--- src/rtl/usr_shift_ctrl_if.sv ---
// usr_shift_ctrl_if: command handshake between a command source and the shift controller
interface usr_shift_ctrl_if #(parameter int N = 4, parameter int CW = $clog2(N + 1));
  logic cmd_valid;
  logic cmd_ready;
  logic [1:0] cmd_op;
  logic [N-1:0] cmd_data;
  logic [CW-1:0] cmd_amt;
  modport master (output cmd_valid, cmd_op, cmd_data, cmd_amt, input cmd_ready);
  modport slave (input cmd_valid, cmd_op, cmd_data, cmd_amt, output cmd_ready);
endinterface

--- src/rtl/usr_shift_ctrl.sv ---
// usr_shift_ctrl: sequences a universal shift register through TX-MSB, TX-LSB, RX and rotate-left commands
module usr_shift_ctrl #(parameter int N = 4) (
  input  logic clk,
  input  logic reset,
  usr_shift_ctrl_if.slave cmd,
  output logic [1:0] usr_s,
  output logic [N-1:0] usr_a,
  output logic usr_lin,
  output logic usr_rin,
  input  logic [N-1:0] usr_q,
  output logic sdo,
  output logic sdo_valid,
  input  logic sdi,
  output logic sdi_ready,
  output logic [N-1:0] rx_data,
  output logic done
);
  localparam int CW = $clog2(N + 1);
  localparam logic [1:0] TX_L = 2'b00, TX_R = 2'b01, RX_L = 2'b10, ROT = 2'b11;
  typedef enum logic [1:0] {IDLE, LOAD, SHIFT, FIN} state_t;
  state_t state_q, state_d;
  logic [1:0] op_q, op_d;
  logic [N-1:0] data_q, data_d;
  logic [CW-1:0] cnt_q, cnt_d, amt_c;
  assign amt_c = (cmd.cmd_amt >= CW'(N)) ? CW'(N - 1) : cmd.cmd_amt;
  assign rx_data = usr_q;
  always_ff @(posedge clk or posedge reset)
    if (reset) begin
      state_q <= IDLE;
      op_q <= '0;
      data_q <= '0;
      cnt_q <= '0;
    end else begin
      state_q <= state_d;
      op_q <= op_d;
      data_q <= data_d;
      cnt_q <= cnt_d;
    end
  // the rotate amount is parked in cnt at acceptance so LOAD can test it for zero
  always_comb begin
    state_d = state_q;
    op_d = op_q;
    data_d = data_q;
    cnt_d = cnt_q;
    cmd.cmd_ready = 1'b0;
    usr_s = 2'b00;
    usr_a = '0;
    usr_lin = 1'b0;
    usr_rin = 1'b0;
    sdo = 1'b0;
    sdo_valid = 1'b0;
    sdi_ready = 1'b0;
    done = 1'b0;
    case (state_q)
      IDLE: begin
        cmd.cmd_ready = 1'b1;
        if (cmd.cmd_valid) begin
          op_d = cmd.cmd_op;
          data_d = cmd.cmd_data;
          cnt_d = (cmd.cmd_op == ROT) ? amt_c : CW'(N);
          state_d = (cmd.cmd_op == RX_L) ? SHIFT : LOAD;
        end
      end
      LOAD: begin
        usr_s = 2'b11;
        usr_a = data_q;
        state_d = (op_q == ROT && cnt_q == '0) ? FIN : SHIFT;
      end
      SHIFT: begin
        cnt_d = cnt_q - CW'(1);
        state_d = (cnt_q == CW'(1)) ? FIN : SHIFT;
        usr_s = (op_q == TX_R) ? 2'b10 : 2'b01;
        usr_lin = (op_q == RX_L) ? sdi : (op_q == ROT) ? usr_q[N-1] : 1'b0;
        sdo = (op_q == TX_L) ? usr_q[N-1] : (op_q == TX_R) ? usr_q[0] : 1'b0;
        sdo_valid = ~op_q[1];
        sdi_ready = (op_q == RX_L);
      end
      default: begin
        done = 1'b1;
        state_d = IDLE;
      end
    endcase
  end
endmodule

--- src/flat_wrapper.sv ---
// flat-port wrapper written by rule: the top's interface ports become plain ports
module usr_shift_ctrl_flat 
#(parameter int N = 4)
  (clk, reset, usr_s, usr_a, usr_lin, usr_rin, usr_q, sdo, sdo_valid, sdi, sdi_ready, rx_data, done, cmd_cmd_valid, cmd_cmd_op, cmd_cmd_data, cmd_cmd_amt, cmd_cmd_ready);
  usr_shift_ctrl_if #(.N(N)) cmd_i ();
  input  logic clk;
  input  logic reset;
  output logic [1:0] usr_s;
  output logic [N-1:0] usr_a;
  output logic usr_lin;
  output logic usr_rin;
  input  logic [N-1:0] usr_q;
  output logic sdo;
  output logic sdo_valid;
  input  logic sdi;
  output logic sdi_ready;
  output logic [N-1:0] rx_data;
  output logic done;
  input wire logic [$bits(cmd_i.cmd_valid)-1:0] cmd_cmd_valid;
  input wire logic [$bits(cmd_i.cmd_op)-1:0] cmd_cmd_op;
  input wire logic [$bits(cmd_i.cmd_data)-1:0] cmd_cmd_data;
  input wire logic [$bits(cmd_i.cmd_amt)-1:0] cmd_cmd_amt;
  output wire logic [$bits(cmd_i.cmd_ready)-1:0] cmd_cmd_ready;
  assign cmd_i.cmd_valid = cmd_cmd_valid;
  assign cmd_i.cmd_op = cmd_cmd_op;
  assign cmd_i.cmd_data = cmd_cmd_data;
  assign cmd_i.cmd_amt = cmd_cmd_amt;
  assign cmd_cmd_ready = cmd_i.cmd_ready;
  usr_shift_ctrl #(.N(N)) u_core (.clk(clk), .reset(reset), .cmd(cmd_i), .usr_s(usr_s), .usr_a(usr_a), .usr_lin(usr_lin), .usr_rin(usr_rin), .usr_q(usr_q), .sdo(sdo), .sdo_valid(sdo_valid), .sdi(sdi), .sdi_ready(sdi_ready), .rx_data(rx_data), .done(done));
endmodule
--- config.mk ---
export PLATFORM = sky130hd
export DESIGN_NAME = usr_shift_ctrl_flat
export DESIGN_NICKNAME = d
export VERILOG_FILES = /design/src/rtl/usr_shift_ctrl_if.sv /design/src/rtl/usr_shift_ctrl.sv /design/src/flat_wrapper.sv
export SDC_FILE = /design/constraint.sdc
export NUM_CORES = 1
export LEC_CHECK = 0
export CAP_MARGIN = 15
export CORE_ASPECT_RATIO = 1.25
export CORE_MARGIN = 2
export CORE_UTILIZATION = 38
export DETAILED_ROUTE_END_ITERATION = 16
export PLACE_DENSITY_LB_ADDON = 0.08
export SLEW_MARGIN = 10
export SYNTH_ARGS = -nofsm -noshare
export SYNTH_HDL_FRONTEND = slang
export SYNTH_SLANG_ARGS = --single-unit
--- constraint.sdc ---
create_clock -name clk -period 2.85 [get_ports clk]
set_clock_uncertainty 0.05 [all_clocks]
set_input_delay 0.57 -clock clk [delete_from_list [all_inputs] [get_ports clk]]
set_output_delay 0.57 -clock clk [all_outputs]
set_load 0.02 [all_outputs]
# --- After elaboration in Yosys (flattened, before gate mapping) ---
# Cells that the tools add are included.
classes:
  n_addsub: 1
  order_cmp: 1
  n_eq_ne: 9
  mux: 22
  n_bitwise: 1
  reduce_logical: 8
op_table:
  columns: ["op", "n"]
  rows:
  - ["two-way mux 1 bit", 12]
  - ["equality test 2 bit (second input constant)", 5]
  - ["two-way mux 3 bit", 3]
  - ["two-way mux 2 bit", 3]
  - ["one-hot mux 2 bit (3 select lines)", 1]
  - ["one-hot mux 3 bit (2 select lines)", 1]
  - ["equality test 2 x 1 -> 1 bit (second input constant)", 2]
  - ["zero test 2 bit", 2]
  - ["two-way mux 4 bit", 1]
  - ["one-hot mux 2 bit (2 select lines)", 1]
  - ["AND reduction 2 bit", 2]
  - ["equality test 3 x 1 -> 1 bit (second input constant)", 1]
  - [">= comparator 3 bit (second input constant)", 1]
  - ["zero test 3 bit", 1]
  - ["OR reduction 3 bit", 1]
  - ["subtractor 3 x 1 -> 3 bit (second input constant)", 1]
  - ["!= test 2 bit (second input constant)", 1]
  - ["nonzero test 2 bit", 1]
  - ["logical AND 1 bit", 1]
  - ["inverter 1 bit", 1]
word_totals:
  register_bits: 11
  in_bits: 17
  out_inout_bits: 17
  wordCells: 46

# --- Longest topological paths before layout ---
depth:
  ltp_word: 5
  depth_mapped: 7
  depth_no_buf: 6

# --- Worst setup path before layout ---
# No wires, ideal clock.
synth_path:
  path_kind: "flip-flop to output port"
  start: "reg u_core.state_q[0]"
  end: "out usr_s[1]"
  t_arrival_ns: 1.461
  required_time_ns: 2.230
  path_slack_ns: 0.769
  path_stages_with_launch: 6
  path_buffers: 0
  path_cell_list: "dfrtp_1 -> inv_1 -> ha_1 -> nor2b_1 -> a21oi_1 -> nor2b_1"
synth_via:
  elab_chain_len: 2
  word_cells_on_any_way: 3
  cone_classes: "eq/ne: 2; mux: 1"
synth_rtl:
  columns: ["element", "line_no", "rtl"]
  rows:
  - ["start: declaration", "usr_shift_ctrl.sv:21", "state_t state_q, state_d;"]
  - ["start signal: assignment", "usr_shift_ctrl.sv:34", "state_q <= state_d;"]
  - ["equality test 2 bit / equality test 2 x 1 -> 1 bit (equally long branches)", "usr_shift_ctrl.sv:54", "case (state_q)"]
  - ["one-hot mux 2 bit (2 select lines) *", "usr_shift_ctrl.sv:54", null]
  - ["end: declaration", "flat_wrapper.sv:8", "output logic [1:0] usr_s;"]
# Every way passes the cells marked *; elsewhere a longest branch is shown, timed or not.

# --- Worst setup path after layout ---
# Ends and elaborated chain as after synthesis.

==> run_results.csv <==
group,metric,value,unit
cts,cts_sinks,11,
yosys,avgSynthCellArea,9.291,um2
yosys,synth_most_common_cell,"dfrtp_1",
floorplan,die-area,2514,um2
yosys,syn-instance-count,87,
power_and_ir_drop,p_sw,0.0004497,W
cells_and_area,multi_input_area,467.9,um2
setup_path,required,2.23,ns
cts,cts-root-buf,"clkbuf_4",
cells_and_area,fin_nets,137,
setup_path,cp-end-kind,"primary output",
global_route,track_usage,0.1440,
status,outcome,"complete, no violations",
global_route,grt_pass1_wl,2.684,mm
yosys,synth-seq-cells,11,
global_route,antenna_found_initial,0,
routing,ant_nets,0,
power_and_ir_drop,internal_power,0.0006213,W
cells_and_area,final_util,0.5512,
power_and_ir_drop,combPwrFrac,0.616,
worst_hold_path,hold_path_class,"reg2reg",
power_and_ir_drop,p_seq_frac,0.284,
routing,drc,0,
sta,rsz0062_at_grt,"no",
sta,finalSetupViolCount,0,
yosys,ys_seq_area_frac,0.3406,
yosys,ys.warnings.count,0,
cts,clk_pin_slew,0.07,ns
yosys,ys_types,30,
setup_path,path_max_fanout,11,
yosys,synthTopCellsByArea,"dfrtp_1, ha_1, mux2_1",
setup_path,critical_path.startpoint_type,"flip-flop",
power_and_ir_drop,switching_share,0.4199,
routing,finalWirelength,1.614,mm
cells_and_area,area_growth,36.69,%
floorplan,die-width,45.25,um
yosys,synth_top_area_cell,"dfrtp_1",
cts,clk_latency,0.27,ns
power_and_ir_drop,p_leak,0.4744,nW
global_route,grt_pass1_vias,636,
cts,cts_buffers,3,
cells_and_area,antenna_cells,0,
yosys,synth_top_area_share,0.3406,
routing,drt_iter0_drc,6,
yosys,synth-async-reset-ratio,1.000,
power_and_ir_drop,ir_worst_vdd,0.0005361,V
placement,dp_hpwl,1.268,mm
yosys,syn_area,808.3,um2
cts,clockBufferDepth,2,
sta,finalHoldViolCount,0,
yosys,ys.flop_type,"dfrtp_1",
sta,min_period,2.678,ns
floorplan,rows,18,
cells_and_area,seq_area,275.3,um2
routing,dr.pass1.iters,4,
cells_and_area,drive_gt1_frac,0.07143,
power_and_ir_drop,p_clk_frac,0.100,
yosys,synth_edf_count,0,
placement,place_congestion,0.7901,
global_route,grt-ovfl-total,0,
cts,cts_tree,"yes",
global_route,grt_max_degree,12,
run,maxCapViolCount,0,
placement,portBuffers,28,
cts,htree_num_levels,1,
setup_path,crit_type,"reg2out",
setup_path,arrival,2.06,ns
yosys,synth_nets,111,
cells_and_area,fill_cells,191,
power_and_ir_drop,powerDensity,969.4,nW/um2
yosys,synth_common_cells,"dfrtp_1, ha_1",
sta,slew_violations,0,
sta,post-route-period-util,0.9396,
floorplan,core,2004,um2
cts,cts_hold_buf,0,
routing,vias,667,
routing,vias_per_cell,5.053,
floorplan,ios,34,
floorplan,start_util,0.4032,
floorplan,die_h,55.57,um
sta,fin_setup_tns,0,ns
sta,fmax,0.3734,GHz
routing,drt-wirelength-per-cell,12.23,um
[final timing paths]
path | from | to | slack (ns) | depth (start not counted)
worst max register to register | u_core.state_q[0] | u_core.data_q[1] | 1.28 | 5
worst min-delay path | u_core.data_q[2] | u_core.data_q[2] | 0.44 | 1
worst min register to register | u_core.data_q[2] | u_core.data_q[2] | 0.44 | 1
worst max-delay path | u_core.state_q[0] | usr_s[1] | 0.17 | 6
max in group asynchronous | reset | u_core.data_q[1] | 1.91 | 2
min in group asynchronous | reset | u_core.cnt_q[0] | 0.54 | 2
[stage by stage]
stage               power [W]  worst slack [ns]  cell area [um2]  std cells  hold slack, ns
floorplan           0.0007535            0.7686            808.3         87          0.3724
global placement    0.0009503            0.3462             1066        128          0.4174
detailed placement  0.0009600            0.2779             1066        128          0.4265
CTS                  0.001073           0.08225             1095        132          0.4425
global route         0.001176           0.03664             1105        132          0.4705
finish               0.001071            0.1720             1105        132          0.4353
[routing by layer]
| metal | GRT usage | part of all wire | vias up |
|---|---|---|---|
| li1 | - | - | 345 |
| met1 | 0.1742 | 0.44 | 298 |
| met2 | 0.2265 | 0.48 | 20 |
| met3 | 0.03595 | 0.050 | 4 |
| met4 | 0.07563 | 0.020 | 0 |
| met5 | 0 | 0 | - |
[critical path: stages, from the launching register on]
cell and delay, ns:
dfrtp_1 0.40, inv_1 0.14, ha_4 0.22, nor2b_1 0.21, a21oi_1 0.09, nor2b_1 0.12
clkdlybuf4s50_1 0.60
[kinds of logic (layout without fill, tap and decap cells)]
| group | Yosys count | count (layout) | synth area share |
|---|---|---|---|
| compound gates | 19 | 19 | 0.1455 |
| xor+xnor | 1 | 1 | 0.01084 |
| fa+ha+maj | 7 | 7 | 0.1084 |
| buf+inv | 14 | 39 | 0.09597 |
| flops | 11 | 11 | 0.3406 |
| mux | 8 | 8 | 0.1084 |
| other cells | 1 | 1 | 0.004640 |
| simple gates | 26 | 26 | 0.1858 |
[sequential cells by signal (all words and copies together), names as in the netlist]
register        count
u_core.op_q         2
u_core.data_q       4
u_core.state_q      2
u_core.cnt_q        3
[placed cells by master (no fill, tap or decap), types with 2 or more instances in the layout]
master            n
dfrtp_1          11
o22ai_1           2
inv_1             5
o21ai_0           3
and2_1            4
ha_1              6
a21oi_1           6
mux2i_1           2
nor2b_1           5
nand2b_1          2
o211ai_1          2
nand3_1           2
nor2_1            2
o21ai_1           2
mux2_1            6
clkbuf_4          3
nand2_1           6
clkdlybuf4s50_1  28
[cell type report]
type,instances,area share
Clock buffer,4,0.02378
Inverter,6,0.02039
Multi-Input combinational cell,62,0.4236
Sequential cell,11,0.2492
Tap cell,20,0.02265
Timing Repair Buffer,29,0.2605
[power by group through the flow]
stage	logic [W]	clock network [W]	registers, W
6_report	0.000660	0.000107	0.000305
5_1_grt	0.000734	0.000120	0.000322
4_1_cts	0.000658	0.000113	0.000302
3_5_place_dp	0.000654	0	0.000306
3_3_place_gp	0.000648	0	0.000303
2_1_floorplan	0.000476	0	0.000277
[timing repair]
item	CTS	global route
gates resized for setup	1	1
setup endpoints to repair	1	1
setup buffers	0	0
Power figures use the tool's default switching activity.
